[config.mk]
export PLATFORM = sky130hd
export DESIGN_NAME = digit_scan_mux
export DESIGN_NICKNAME = d
export VERILOG_FILES = /design/src/rtl/digit_scan_mux_pkg.sv /design/src/rtl/digit_scan_mux_prescaler.sv /design/src/rtl/digit_scan_mux.sv
export SDC_FILE = /design/constraint.sdc
export NUM_CORES = 1
export LEC_CHECK = 0
export ABC_AREA = 1
export BUFFER_PORTS_ARGS = -buffer_cell sky130_fd_sc_hd__buf_2
export CAP_MARGIN = 30
export CORE_MARGIN = 2
export CORE_UTILIZATION = 50
export CTS_CLUSTER_SIZE = 28
export DETAILED_ROUTE_END_ITERATION = 7
export GPL_TIMING_DRIVEN = 1
export PLACE_DENSITY = 0.71
export SLEW_MARGIN = 20
export SYNTH_ARGS = -nofsm -noshare
export SYNTH_HDL_FRONTEND = slang
export SYNTH_SLANG_ARGS = --single-unit
[constraint.sdc]
create_clock -name clk -period 1.7 [get_ports clk]
set_input_delay 0.085 -clock clk [delete_from_list [all_inputs] [get_ports clk]]
set_output_delay 0.085 -clock clk [all_outputs]
set_load 0.01 [all_outputs]
[src/rtl/digit_scan_mux_pkg.sv]
// Shared definitions for the digit scan multiplexer: blank code and
// leading-zero blanking mask helper.
package digit_scan_mux_pkg;

  localparam logic [3:0] BLANK_CODE = 4'hF;
  localparam int unsigned MAX_DIG = 8;

  // Walk from the top digit down; a zero stays blanked only while every
  // higher digit is blanked too. Digit 0 is never visited.
  function automatic logic [MAX_DIG-1:0] lzb_mask(
    input logic [4*MAX_DIG-1:0] disp,
    input int unsigned          ndig,
    input logic                 lzb
  );
    logic               lead;
    logic [MAX_DIG-1:0] m;
    int unsigned        k;
    m    = '0;
    lead = lzb;
    for (int unsigned j = 0; j < MAX_DIG - 1; j++) begin
      k = MAX_DIG - 1 - j;
      if (k < ndig) begin
        if (lead && (disp[4*k +: 4] == 4'd0)) m[k] = 1'b1;
        else                                  lead = 1'b0;
      end
    end
    return m;
  endfunction

endpackage

[src/rtl/digit_scan_mux_prescaler.sv]
// Slot prescaler and digit index counter for the scan multiplexer;
// both hold while en is low.
module scan_prescaler #(
  parameter  int unsigned DIV  = 1000,
  parameter  int unsigned NDIG = 4,
  localparam int unsigned PW   = $clog2(DIV),
  localparam int unsigned IW   = (NDIG > 1) ? $clog2(NDIG) : 1
) (
  input  logic          clk,
  input  logic          rst_n,
  input  logic          en,
  output logic [PW-1:0] cnt,
  output logic [IW-1:0] idx,
  output logic          slot_end,
  output logic          frame_end
);

  assign slot_end  = en && (cnt == PW'(DIV - 1));
  assign frame_end = slot_end && (idx == IW'(NDIG - 1));

  always_ff @(posedge clk or negedge rst_n) begin
    if (!rst_n) begin
      cnt <= '0;
      idx <= '0;
    end else if (slot_end) begin
      cnt <= '0;
      idx <= frame_end ? '0 : idx + 1'b1;
    end else if (en) begin
      cnt <= cnt + 1'b1;
    end
  end

endmodule

[src/rtl/digit_scan_mux.sv]
// Time-multiplexed BCD scan driver feeding a single 7-segment decoder,
// with tear-free frame updates, leading-zero and guard blanking.
module digit_scan_mux
  import digit_scan_mux_pkg::*;
#(
  parameter int unsigned NDIG  = 4,
  parameter int unsigned DIV   = 1000,
  parameter int unsigned GUARD = 2
) (
  input  logic              clk,
  input  logic              rst_n,
  input  logic              en,
  input  logic              load,
  input  logic [4*NDIG-1:0] bcd_in,
  input  logic              lzb,
  output logic [3:0]        bcd_out,
  output logic [NDIG-1:0]   dig_sel,
  output logic              frame
);

  localparam int unsigned PW = $clog2(DIV);
  localparam int unsigned IW = (NDIG > 1) ? $clog2(NDIG) : 1;

  logic [PW-1:0]          cnt;
  logic [IW-1:0]          idx;
  logic                   slot_end;
  logic                   frame_end;
  logic [4*NDIG-1:0]      pending;
  logic [4*NDIG-1:0]      display;
  logic                   pending_valid;
  logic [4*MAX_DIG-1:0]   disp_pad;
  logic [MAX_DIG-1:0]     mask_all;
  logic [3:0]             cur_digit;
  logic                   cur_blank;
  logic [NDIG-1:0]        sel_next;

  scan_prescaler #(
    .DIV  (DIV),
    .NDIG (NDIG)
  ) u_prescaler (
    .clk       (clk),
    .rst_n     (rst_n),
    .en        (en),
    .cnt       (cnt),
    .idx       (idx),
    .slot_end  (slot_end),
    .frame_end (frame_end)
  );

  always_comb begin
    disp_pad                 = '0;
    disp_pad[4*NDIG-1:0]     = display;
    mask_all                 = lzb_mask(disp_pad, NDIG, lzb);
    cur_digit                = display[{idx, 2'b00} +: 4];
    cur_blank                = mask_all[idx];
    sel_next                 = '0;
    sel_next[idx]            = 1'b1;
  end

  // pending always tracks the latest LOAD, so a boundary bypass also refreshes
  // it and a later transfer without a new LOAD leaves display unchanged.
  always_ff @(posedge clk or negedge rst_n) begin
    if (!rst_n) begin
      pending       <= '0;
      display       <= '0;
      pending_valid <= 1'b0;
    end else begin
      if (load) pending <= bcd_in;
      if (frame_end) begin
        pending_valid <= 1'b0;
        if (load)               display <= bcd_in;
        else if (pending_valid) display <= pending;
      end else if (load) begin
        pending_valid <= 1'b1;
      end
    end
  end

  always_ff @(posedge clk or negedge rst_n) begin
    if (!rst_n) begin
      dig_sel <= '0;
      bcd_out <= BLANK_CODE;
      frame   <= 1'b0;
    end else begin
      frame <= frame_end;
      if (!en || (cnt < PW'(GUARD))) begin
        dig_sel <= '0;
        bcd_out <= BLANK_CODE;
      end else begin
        dig_sel <= sel_next;
        bcd_out <= cur_blank ? BLANK_CODE : cur_digit;
      end
    end
  end

endmodule
# == Word-level counts from Yosys, hierarchy flattened ==
# Cells that the tools add are included.
# totals
register_bits,54
input_bits,21
output_inout_bits,9
wordCells,51
# classes
add_sub_neg,2
n_lt_le_gt_ge,4
eq_ne,2
n_shift,1
muxes,19
n_reduce_logical,15
# ops
op,n
$mux 16,2
$mux 10,2
$shiftx 16x5->4,1
$logic_not 4->1,3
$mux 4,3
$add 10x1->10 const B,1
$eq 10x10->1 const B,1
$lt 10x2->1 const B,1
$mux 1,9
$logic_and 1x1->1,6
$reduce_bool 2->1,3
$lt 2x4->1 const B,1
$lt 2x3->1 const B,1
$add 2x1->2 const B,1
$bmux 1 s2,1
$demux 1 s2,1
$eq 2x2->1 const B,1
$ge 2x1->1 const B,1
$mux 2,1
$reduce_and 2->1,1
$logic_not 1->1,1
$logic_or 1x1->1,1

# == Logic depth before layout (Yosys ltp) ==
# logic_depth
ltp_word,11
depth_mapped,9
mapped_depth_nobuf,9

# == Hierarchy ==
# A second synthesis with hierarchy kept.
# hier_totals
cells_unflattened,293
hier_area_um2,2511.2
# modules_own_cells
module,instances,cells_per_inst,area_each_um2,seq_area_each_um2
digit_scan_mux,1,200,1783.0,1056.0
scan_prescaler,1,93,728.2,300.3

# == Worst setup path before layout ==
# OpenSTA, ideal clock, no wires.
# synth_path
kind,flip-flop to flip-flop
start,register u_prescaler.cnt[0]
end,register u_prescaler.cnt[6]
setup_ns,0.117
t_arrival_ns,1.188
t_required_ns,1.583
path_slack_ns,0.396
stages_incl_launch_ff,9
path_buffers,0
synth_period_minus_slack_ns,1.304
cell_sequence,dfrtp_1 ha_1 nand2_1 inv_1 nand2_1 nor2_1 nand2_1 nor2_1 nor2_1
# synth_between
elab_chain_len,3
word_cells_on_any_way,6
cone_classes,1 x add/sub; 1 x eq/ne; 2 x mux; 2 x reduce/logical
# synth_lines
element,line,rtl
start: declaration,digit_scan_mux_prescaler.sv:12,"output logic [PW-1:0] cnt,"
start signal: assignment,digit_scan_mux_prescaler.sv:29,cnt <= cnt + 1'b1;
$add 10x1->10 or $eq 10x10->1 (tied branches),"digit_scan_mux_prescaler.sv:29, digit_scan_mux_prescaler.sv:18",
$mux 10 or $logic_and 1x1->1 (tied branches),"digit_scan_mux_prescaler.sv:28, digit_scan_mux_prescaler.sv:18",
$mux 10 or $reduce_bool 2->1 (tied branches),--,
# Parallel ways exist; a longest one is shown, timed or not. The select of a mux whose other input is x is not followed.
# A chain may end at the register's enable or synchronous reset.

# == Worst setup path in the final report ==
# layout_path
start,register u_prescaler.cnt[3]
end,register pending_valid
# layout_between
elab_chain_len,4
word_cells_on_any_way,5
cone_classes,1 x eq/ne; 1 x mux; 3 x reduce/logical
# layout_lines
element,line,rtl
$eq 10x10->1 (*),digit_scan_mux_prescaler.sv:18,assign slot_end = en && (cnt == PW'(DIV - 1));
$logic_and 1x1->1 (*),digit_scan_mux_prescaler.sv:18,
$logic_and 1x1->1 (*),digit_scan_mux_prescaler.sv:19,assign frame_end = slot_end && (idx == IW'(NDIG - 1));
$mux 1 or $reduce_bool 2->1 (tied branches),--,
end signal: assignment,digit_scan_mux.sv:66,pending_valid <= 1'b0;
end signal: assignment,digit_scan_mux.sv:70,pending_valid <= 1'b0;
end signal: assignment,digit_scan_mux.sv:74,pending_valid <= 1'b1;
end: declaration,digit_scan_mux.sv:30,logic pending_valid;
# Every way passes the cells marked *; elsewhere a longest branch is shown, timed or not.

==> key figures <==
Critical path
  • Critical path arrival: 1.70 ns
  • Reg2Reg Setup Slack: 0.20 ns
  • Reg2reg end: pending_valid
  • Crit path max-delay cell type: dfrtp_1
  • Crit. End Element: register
  • Crit path kind: reg2reg
  • Startpoint of the worst-slack reg-to-reg timing path: u_prescaler.cnt[3]
  • Cell chain of the critical path: nor2_2 > nand2_1 > nor2_2 > nand2_1 > o21ai_0 > inv_1
  • Worst Path Required: 1.90 ns
  • WP buf/inv: 1
  • Depth of the most critical reg-to-reg path: 6
  • CP top delay family: simple AND/OR/NAND/NOR gates
  • CP max stage delay: about 0.43 ns
  • Crit path launch type: register
  • Peak fanout along the critical path: 8

Floorplanning
  • Core footprint: slightly above 5000 um^2
  • Io pins: 30
  • Die X: between 70 and 80 um
  • Initial Util: between 50% and 60%
  • Die height: 75.89 um
  • Num rows: 26
  • Die footprint: roughly 5800 um^2

GRT
  • Antenna violations before repair: 0
  • First-pass GRT wire length: between 8 and 9 mm
  • Vias in the first global route: between 1500 and 2000
  • Gr usage total: between 10% and 20%
  • Gr ovfl total: 0
  • Pin count of the biggest net entering global routing: 32

Clocking
  • Clk root buf: clkbuf_8
  • Clk sink count: 54
  • Max clock buf depth: 2
  • H-tree Lvls: 2
  • Worst-Skew Late Latency: approximately 0.31 ns
  • Num CTS Buffers: 5
  • CTS clk-pin slew, worst paths: around 0.10 ns
  • TritonCTS clock tree: done

STA
  • Final hold slack: -0.005791 ns
  • Fin crit share: just under 90%
  • Slew at the pin closest to its max-slew limit: 0.5879 ns
  • Slew Limit Fails: 0
  • Final hold viol count: 2
  • Max-slew headroom: about three fifths
  • Final setup fails: 0
  • Max Clock Skew: between 0.015 and 0.02 ns
  • FMAX: approximately 670 MHz
  • Post-Route Setup TNS: 0 ns
  • RSZ-0062 raised after global routing: no
  • Minimum clock period after layout: ~1.5 ns

Synthesis
  • Synth Register Bits: between 50 and 60
  • Post-synth top area share: about half
  • Synth area leader: dfrtp_1
  • Unique masters post-synth: 27
  • Post-synthesis instance area: between 2000 and 3000 um^2
  • Synth Instances: 308
  • Ranking of synthesized cells by area: dfrtp_1, nand2_1, nor2_1
  • Post-synthesis area per instance: 8.389 um^2
  • Post-synthesis sequential area ratio: about 52%
  • Mapped Nets: roughly 330
  • Synthesis warning total: 0

Outcome
  • Violated checks: negative hold slack
  • Status: finished, violations left

Placement
  • Detailed Place HPWL: between 3 and 4 mm
  • Buffers on Ports: 29
  • Gpl congestion: ~0.87
  • Placed cell areas: roughly 2800 um^2

Power
  • Sw power: just under 900 uW
  • Maximum vdd drop: 0.0006205 V
  • Power Dens Cells: between 900 and 1000 nW/um^2
  • Internal Power: between 1.5 and 2 mW
  • Net Sw Frac: a little under a third
  • Logic pwr share: 19.4%
  • Sequential cell fraction of total power: about 55%
  • Cell leakage power: around 1.6 nW
  • Clock group share of total power: between 20% and 30%
  • Total Power: 2.754 mW

Route
  • Total Wirelength: between 4 and 5 mm
  • Drt first pass iters: 4
  • Drt initial violations: around 140
  • Post-route ant nets: 0
  • Drt drc: 0
  • Via count: 2013
  • Avg Vias per Cell: between 4 and 5
  • DR WL/cell: 12.07 um

Finish
  • Share of cells above drive strength 1: 16.03%
  • Area delta synth->final: 11.91%
  • # nets final: 368
  • Diode count: 0
  • Filler cell count: roughly 470
  • Cell area after layout: 2892 um^2

Hold path
  • Hold Startpoint: bcd_in[12]
  • Min-Delay Endpoint: pending[12]
  • Min-Delay Path Depth: 3
  • Hold Path Class: in2reg

Job
  • Max Cap Viol: 0
## state kept, by name (all words and copies together) (netlist names)
signal and flops:
pending_valid 1, dig_sel 4, pending 16, u_prescaler.cnt 10, bcd_out 4, u_prescaler.idx 2, display 16, frame 1
## placed cells by master (no fill, tap or decap), types with 5 or more instances in the layout
master,instances
a21oi_1,5
buf_2,29
clkbuf_8,5
dfrtp_1,50
ha_1,5
inv_1,21
nand2_1,121
nand3_1,20
nand4_1,17
nor2_1,29
o21ai_0,9
## layout make-up
cell class	count	area (um^2)	area share, %
Clock inverter	1	7.507	0.2596
Multi-Input combinational cell	218	1032	35.70
Tap cell	70	87.58	3.029
Clock buffer	7	76.32	2.640
Inverter	25	96.34	3.332
Timing Repair Buffer	38	235.2	8.135
Sequential cell	54	1356	46.91
## worst min-delay path, delay by kind of cell
kind	cells	cell delay [ns]
and+or+nand+nor	2	0.12
buffers and inverters	1	0.07
## worst max path at each step
stage / startpoint / end / slack, ns / cells past startpoint
after floorplan: u_prescaler.cnt[0] / u_prescaler.cnt[6] / 0.40 / 8
after global placement: u_prescaler.cnt[3] / pending_valid / 0.25 / 6
after detailed placement: u_prescaler.cnt[0] / u_prescaler.cnt[6] / 0.21 / 9
after CTS: u_prescaler.cnt[3] / pending_valid / 0.20 / 6
after global routing: u_prescaler.cnt[3] / pending_valid / 0.02 / 6
final: u_prescaler.cnt[3] / pending_valid / 0.20 / 6
## timing repair
item	CTS	global route
endpoints found under the setup margin	0	1
hold buffers	4	0
resized for setup	0	1
setup buffers	0	0
hold endpoints to repair	26	0
## per-stage QoR
step | util (%) | setup WS [ns] | instances
2_1_floorplan | - | 0.3957 | 308
5_1_grt | 57.34 | 0.01734 | 413
4_1_cts | 57.30 | 0.1963 | 413
3_5_place_dp | 54.84 | 0.2082 | 401
3_3_place_gp | 54.84 | 0.2483 | 401
6_report | 57.34 | 0.1976 | 413
## metal layers
| metal | routed length [um] | GRT usage, % | up-vias |
|---|---|---|---|
| met5 | 0 | 0 | - |
| met2 | 2231 | 28.64 | 36 |
| met3 | 183 | 4.894 | 5 |
| met1 | 2508 | 29.32 | 921 |
| met4 | 62 | 5.263 | 0 |
| li1 | - | - | 1051 |
## Yosys cell counts, drive strengths merged
cell,n
clkbuf,5
dfrtp,50
a31oi,1
o21ai,10
buf,6
clkinv,2
dfstp,4
nand3,21
nor2,34
or2,1
nand2,122
nor3,1
nand4,18
a21oi,5
ha,5
inv,23
## cells by family (layout without fill, tap and decap cells)
family	after synthesis	after routing	share of synthesized area, %
AO/OA/AOI/OAI	16	16	3.293
buffers and inverters	36	71	7.651
adder cells (fa/ha/maj)	5	5	2.421
AND/OR/NAND/NOR	197	197	34.14
flip-flops	54	54	52.49
## power by group through the flow
stage / logic, mW / clock network, mW / registers [mW]
2_1_floorplan: 0.380 / 0 / 1.53
3_3_place_gp: 0.507 / 0 / 1.54
3_5_place_dp: 0.523 / 0 / 1.54
4_1_cts: 0.535 / 0.718 / 1.52
5_1_grt: 0.621 / 0.771 / 1.54
6_report: 0.535 / 0.701 / 1.52
(Power assumes the default switching activity.)
